## src/rtl/msrv32_pipe_stage_reg.sv

```systemverilog
// msrv32_pipe_stage_reg
//   Reusable pipeline stage register with a valid/ready handshake, a one-entry
//   skid buffer, flush, and a saturating downstream-stall counter. It carries
//   an opaque payload plus the integer-adder result. Bit 0 of the adder result
//   is cleared when the beat is accepted with branch_taken_in set.
//
// Ports
//   clk_in, reset_in            clock, synchronous active-high reset
//   flush_in                    drop all held beats and the beat offered now
//   up_valid_in / up_ready_out  upstream handshake
//   payload_in, iadder_in       upstream beat contents
//   branch_taken_in             forces bit 0 of the captured iadder to 0
//   dn_valid_out / dn_ready_in  downstream handshake
//   payload_out, iadder_out     beat held in the main register
//   occupancy_out               number of beats held (0..2)
//   stall_count_out             saturating count of dn_valid && !dn_ready cycles
module msrv32_pipe_stage_reg #(
  parameter int WIDTH     = 32,
  parameter int PAYLOAD_W = 160,
  parameter int CNT_W     = 16
) (
  input  logic                 clk_in,
  input  logic                 reset_in,
  input  logic                 flush_in,
  input  logic                 up_valid_in,
  output logic                 up_ready_out,
  input  logic [PAYLOAD_W-1:0] payload_in,
  input  logic [WIDTH-1:0]     iadder_in,
  input  logic                 branch_taken_in,
  output logic                 dn_valid_out,
  input  logic                 dn_ready_in,
  output logic [PAYLOAD_W-1:0] payload_out,
  output logic [WIDTH-1:0]     iadder_out,
  output logic [1:0]           occupancy_out,
  output logic [CNT_W-1:0]     stall_count_out
);

  typedef enum logic [1:0] {
    S_EMPTY = 2'd0,
    S_ONE   = 2'd1,
    S_FULL  = 2'd2
  } state_t;

  state_t               r_state;
  state_t               w_next_state;
  logic [PAYLOAD_W-1:0] r_main_payload;
  logic [WIDTH-1:0]     r_main_iadder;
  logic [PAYLOAD_W-1:0] r_skid_payload;
  logic [WIDTH-1:0]     r_skid_iadder;
  logic [CNT_W-1:0]     r_stall_cnt;

  logic                 w_dn_valid;
  logic                 w_up_ready;
  logic [1:0]           w_occupancy;
  logic                 w_accept;
  logic                 w_take;
  logic                 w_load_main_in;
  logic                 w_load_skid_in;
  logic                 w_load_main_skid;
  logic [WIDTH-1:0]     w_iadder_cap;

  assign w_accept     = up_valid_in && w_up_ready;
  assign w_take       = w_dn_valid && dn_ready_in;
  assign w_iadder_cap = {iadder_in[WIDTH-1:1], iadder_in[0] & ~branch_taken_in};

  // State register
  always_ff @(posedge clk_in) begin
    if (reset_in) begin
      r_state <= S_EMPTY;
    end else begin
      r_state <= w_next_state;
    end
  end

  // Next-state logic; flush overrides every handshake
  always_comb begin
    w_next_state = r_state;
    if (flush_in) begin
      w_next_state = S_EMPTY;
    end else begin
      unique case (r_state)
        S_EMPTY: if (w_accept) w_next_state = S_ONE;
        S_ONE: begin
          if (w_accept && !w_take)      w_next_state = S_FULL;
          else if (!w_accept && w_take) w_next_state = S_EMPTY;
        end
        S_FULL:  if (w_take) w_next_state = S_ONE;
        default: w_next_state = S_EMPTY;
      endcase
    end
  end

  // Outputs decoded purely from the state register, so no input reaches them
  always_comb begin
    w_dn_valid  = 1'b0;
    w_up_ready  = 1'b1;
    w_occupancy = 2'd0;
    unique case (r_state)
      S_EMPTY: begin w_dn_valid = 1'b0; w_up_ready = 1'b1; w_occupancy = 2'd0; end
      S_ONE:   begin w_dn_valid = 1'b1; w_up_ready = 1'b1; w_occupancy = 2'd1; end
      S_FULL:  begin w_dn_valid = 1'b1; w_up_ready = 1'b0; w_occupancy = 2'd2; end
      default: begin w_dn_valid = 1'b0; w_up_ready = 1'b1; w_occupancy = 2'd0; end
    endcase
  end

  // Data-path load enables; a flush leaves the data registers untouched
  assign w_load_main_in   = !flush_in && w_accept &&
                            ((r_state == S_EMPTY) || ((r_state == S_ONE) && w_take));
  assign w_load_skid_in   = !flush_in && w_accept && (r_state == S_ONE) && !w_take;
  assign w_load_main_skid = !flush_in && (r_state == S_FULL) && w_take;

  always_ff @(posedge clk_in) begin
    if (reset_in) begin
      r_main_payload <= '0;
      r_main_iadder  <= '0;
      r_skid_payload <= '0;
      r_skid_iadder  <= '0;
    end else begin
      if (w_load_main_in) begin
        r_main_payload <= payload_in;
        r_main_iadder  <= w_iadder_cap;
      end else if (w_load_main_skid) begin
        r_main_payload <= r_skid_payload;
        r_main_iadder  <= r_skid_iadder;
      end
      if (w_load_skid_in) begin
        r_skid_payload <= payload_in;
        r_skid_iadder  <= w_iadder_cap;
      end
    end
  end

  // Stall counter survives flush; only reset clears it
  always_ff @(posedge clk_in) begin
    if (reset_in) begin
      r_stall_cnt <= '0;
    end else if (w_dn_valid && !dn_ready_in && (r_stall_cnt != '1)) begin
      r_stall_cnt <= r_stall_cnt + CNT_W'(1);
    end
  end

  assign up_ready_out    = w_up_ready;
  assign dn_valid_out    = w_dn_valid;
  assign occupancy_out   = w_occupancy;
  assign payload_out     = r_main_payload;
  assign iadder_out      = r_main_iadder;
  assign stall_count_out = r_stall_cnt;

endmodule

```

## config.mk

```make
export PLATFORM = sky130hd
export DESIGN_NAME = msrv32_pipe_stage_reg
export DESIGN_NICKNAME = d
export VERILOG_FILES = /design/src/rtl/msrv32_pipe_stage_reg.sv
export SDC_FILE = /design/constraint.sdc
export NUM_CORES = 1
export LEC_CHECK = 0
export BUFFER_PORTS_ARGS = -buffer_cell sky130_fd_sc_hd__buf_2
export CAP_MARGIN = 20
export CORE_ASPECT_RATIO = 1.1
export CORE_UTILIZATION = 25
export CTS_CLUSTER_SIZE = 28
export DETAILED_ROUTE_END_ITERATION = 8
export GPL_ROUTABILITY_DRIVEN = 0
export PLACE_DENSITY_LB_ADDON = 0.12
export RECOVER_POWER = 50
export REMOVE_ABC_BUFFERS = 1
export SYNTH_ARGS = -nofsm -noshare
export SYNTH_HDL_FRONTEND = slang
export SYNTH_SLANG_ARGS = --single-unit
```

## constraint.sdc

```tcl
create_clock -name clk_in -period 5.6 [get_ports clk_in]
set_input_delay 1.12 -clock clk_in [delete_from_list [all_inputs] [get_ports clk_in]]
set_output_delay 1.12 -clock clk_in [all_outputs]
set_load 0.01 [all_outputs]
```

==> results.ini <==
[run_status]
status=complete, but fails checks
violations=capacitance limit, slew limit

[clock_tree]
cts_sinks=402
clockBufferDepth=3
clkTransAtPathRegs_ps=60
cts_resized=0
htreeDepth=2
root_buffer=clkbuf_16
cts_buffers=47
post_cts.repair.setup_buffers=0
cts_tree=done
clk_latency_ps=570
holdBufCountCts=0

[critical_path]
crit_arrival_ps=4470
rr_startpoint=r_state[1]$_SDFFE_PP0P_
cp-end-kind=flop
regToRegEndpoint=payload_out[24]$_SDFFE_PP0P_
rr_worst_depth=7
start_kind=flop
path_max_fanout=122
cp.required_ps=6020
r2r_slack_ps=1550
worstSetupPathType=flop to flop

[synthesis]
postSynthCellCount=1819
synth_fa_ha_area_share_pct=0.6707
syn_area_per_cell_um2=8.205
synth_compound_area_share_pct=23.76
async_flop_share_pct=0
synth-main-ff-cell=dfxtp_1
synth_xor_area_share_pct=0
yosysTopAreaCell=dfxtp_1
synth-seq-cells=402
synth_edf_count=0
ys_types=40
synthTopCellsByArea=dfxtp_1 54%, nand2_1 15%, a21oi_1 13%
yosys.area_share.simple_pct=16.99
seq_area_frac_synth_pct=53.92
synth_top_family_by_area=compound AO/OA/AOI/OAI gates
synth_top_area_share_pct=53.92
synthMuxAreaShare_pct=0.5114
synth_area_um2=14920
yosys_warnings=0

[timing]
finalSetupTns_ps=0
skew_ps=7.952
relSlewSlack_pct=-82.62
setup_viol=0
grt_setup_unrepaired=no
min_period_over_period_pct=72.34
final_hold_viol_count=0
drv_slew=52
tightestPinTransition_ps=2739
period_needed_ps=4051
clock.fmax_mhz=246.8

[final_layout]
nets=2347
fin_util_pct=32.37
drive_above_1_share_pct=13.69
area_growth_pct=27.45
n_fill_cell=6355

[routing]
vias=13940
drt-pass1-iter-count=5
wl_per_cell_um=17.33
drt_iter0_drc=880
drc=0
ant_nets=0
wirelength_um=50980
vias_per_cell=4.738

[grt]
antenna_found_initial=12
grt_overflow=0
grt_max_degree=154
grt_pass1_wl_um=78030
grt_pass1_vias=13170
track_usage_pct=16.04

[floorplan]
rows=93
start_util_pct=25.40
die_h_um=258.3
design.core.area_um2=58760
die_area_um2=60680
die_w_um=235.0
num_io_pins=410

[worst_hold_path]
hold_end=iadder_out[26]$_SDFFE_PP0P_
holdPathStages=2
hold_class=flop to flop
min_from=iadder_out[26]$_SDFFE_PP0P_

[pwr]
finalPower_mw=6.745
power.leakage_nw=6.499
p_per_area_nw_per_um2=354.6
vdd_ir_drop_max_uv=203.3

[place]
hpwl_um=30790
io_buffers=409

[run]
max_cap_viol_count=1

-- synth_stat cells, types with 2 or more instances --
master and n:
a211oi_1 3, a21o_1 2, a21oi_1 395, a22oi_1 192, and2_1 2, and4_1 2, and4b_1 2, buf_1 7
buf_2 18, clkbuf_1 128, dfxtp_1 402, ha_1 8, inv_1 6, mux2_1 3, mux2_2 2, mux2i_1 2
nand2_1 580, nand2b_1 4, nand3_1 6, nand4_1 5, nor2_1 8, nor2b_1 7, nor3_1 4, nor3b_1 2
nor4_1 3, o21ai_0 6, o31ai_1 2, or3_1 3, or4_1 4
-- final cells by class --
type / count / area (um2) / area share, %
timing repair buffer: 426 / 2041 / 10.73
tap: 760 / 950.9 / 4.999
clock buffer: 68 / 1418 / 7.453
inverter: 6 / 22.52 / 0.1184
multi-input combinational: 1258 / 6289 / 33.06
clock inverter: 16 / 237.7 / 1.250
antenna: 6 / 15.01 / 0.07894
sequential: 402 / 8048 / 42.31
-- sequential cells by signal, indices dropped and copies added (netlist names) --
signal / count
iadder_out: 32
stall_count_out: 16
payload_out: 160
r_skid_payload: 160
r_state: 2
r_skid_iadder: 32
-- where the power goes --
part	leakage [nW]	internal (mW)	total, mW	switching [mW]
clock network	0.811	2.02	3.26	1.24
logic	2.43	0.164	0.481	0.317
registers	3.26	2.95	3.00	0.0507
-- through the flow --
step / instances / cell area (um2) / hold WS [ps] / worst slack [ps]
final: 2942 / 19020 / 451.4 / 1549
after global routing: 2939 / 19010 / 467.4 / 1114
after CTS: 2936 / 19280 / 451.8 / 2510
after detailed placement: 2852 / 17620 / 443.5 / 2040
after global placement: 2852 / 17620 / 440.7 / 2071
after floorplan: 1666 / 14330 / 430.7 / -6778
-- layer usage --
layer / GRT usage, % / routed length (um) / vias to the layer above / share of wire, %
met4: 4.605 / 986 / 16 / 1.9
met2: 26.83 / 24530 / 320 / 48
met5: 0 / 93 / - / 0.18
met1: 19.77 / 21850 / 6609 / 43
li1: - / - / 6914 / -
met3: 4.985 / 3514 / 80 / 6.9
-- worst max-delay path by stage --
stage | start | end | slack, ps | cells past startpoint
after CTS | r_state[0]$_SDFFE_PP0P_ | r_skid_payload[152]$_SDFFE_PP0P_ | 2510 | 7
after global routing | r_state[0]$_SDFFE_PP0P_ | payload_out[42]$_SDFFE_PP0P_ | 1110 | 7
after floorplan | flush_in | iadder_out[0]$_SDFFE_PP0P_ | -6780 | 4
after global placement | flush_in | r_skid_payload[80]$_SDFFE_PP0P_ | 2070 | 6
after detailed placement | flush_in | r_skid_payload[152]$_SDFFE_PP0P_ | 2040 | 6
final | r_state[1]$_SDFFE_PP0P_ | payload_out[24]$_SDFFE_PP0P_ | 1550 | 7
-- cell families after synthesis --
group	Yosys count
simple gates	638
compound gates	605
buf+inv	159
mux	7
flops	402
fa+ha+maj	8
-- worst max-delay path, cell delays in order (launching register included) --
cell and delay [ps]:
dfxtp_1 400, inv_1 110, ha_1 440, and4b_1 2060
a21oi_4 50, buf_12 350, nand2_1 200, a21oi_1 80
-- layout by cell type (no fill, tap or decap), drive strengths merged, types with 7 or more instances in the layout --
cell type	instances
a21oi	395
a22oi	192
buf	213
clkbuf	281
clkinv	7
dfxtp	402
ha	8
nand2	581
nor2	8
nor2b	7
(Power assumes the default switching activity.)
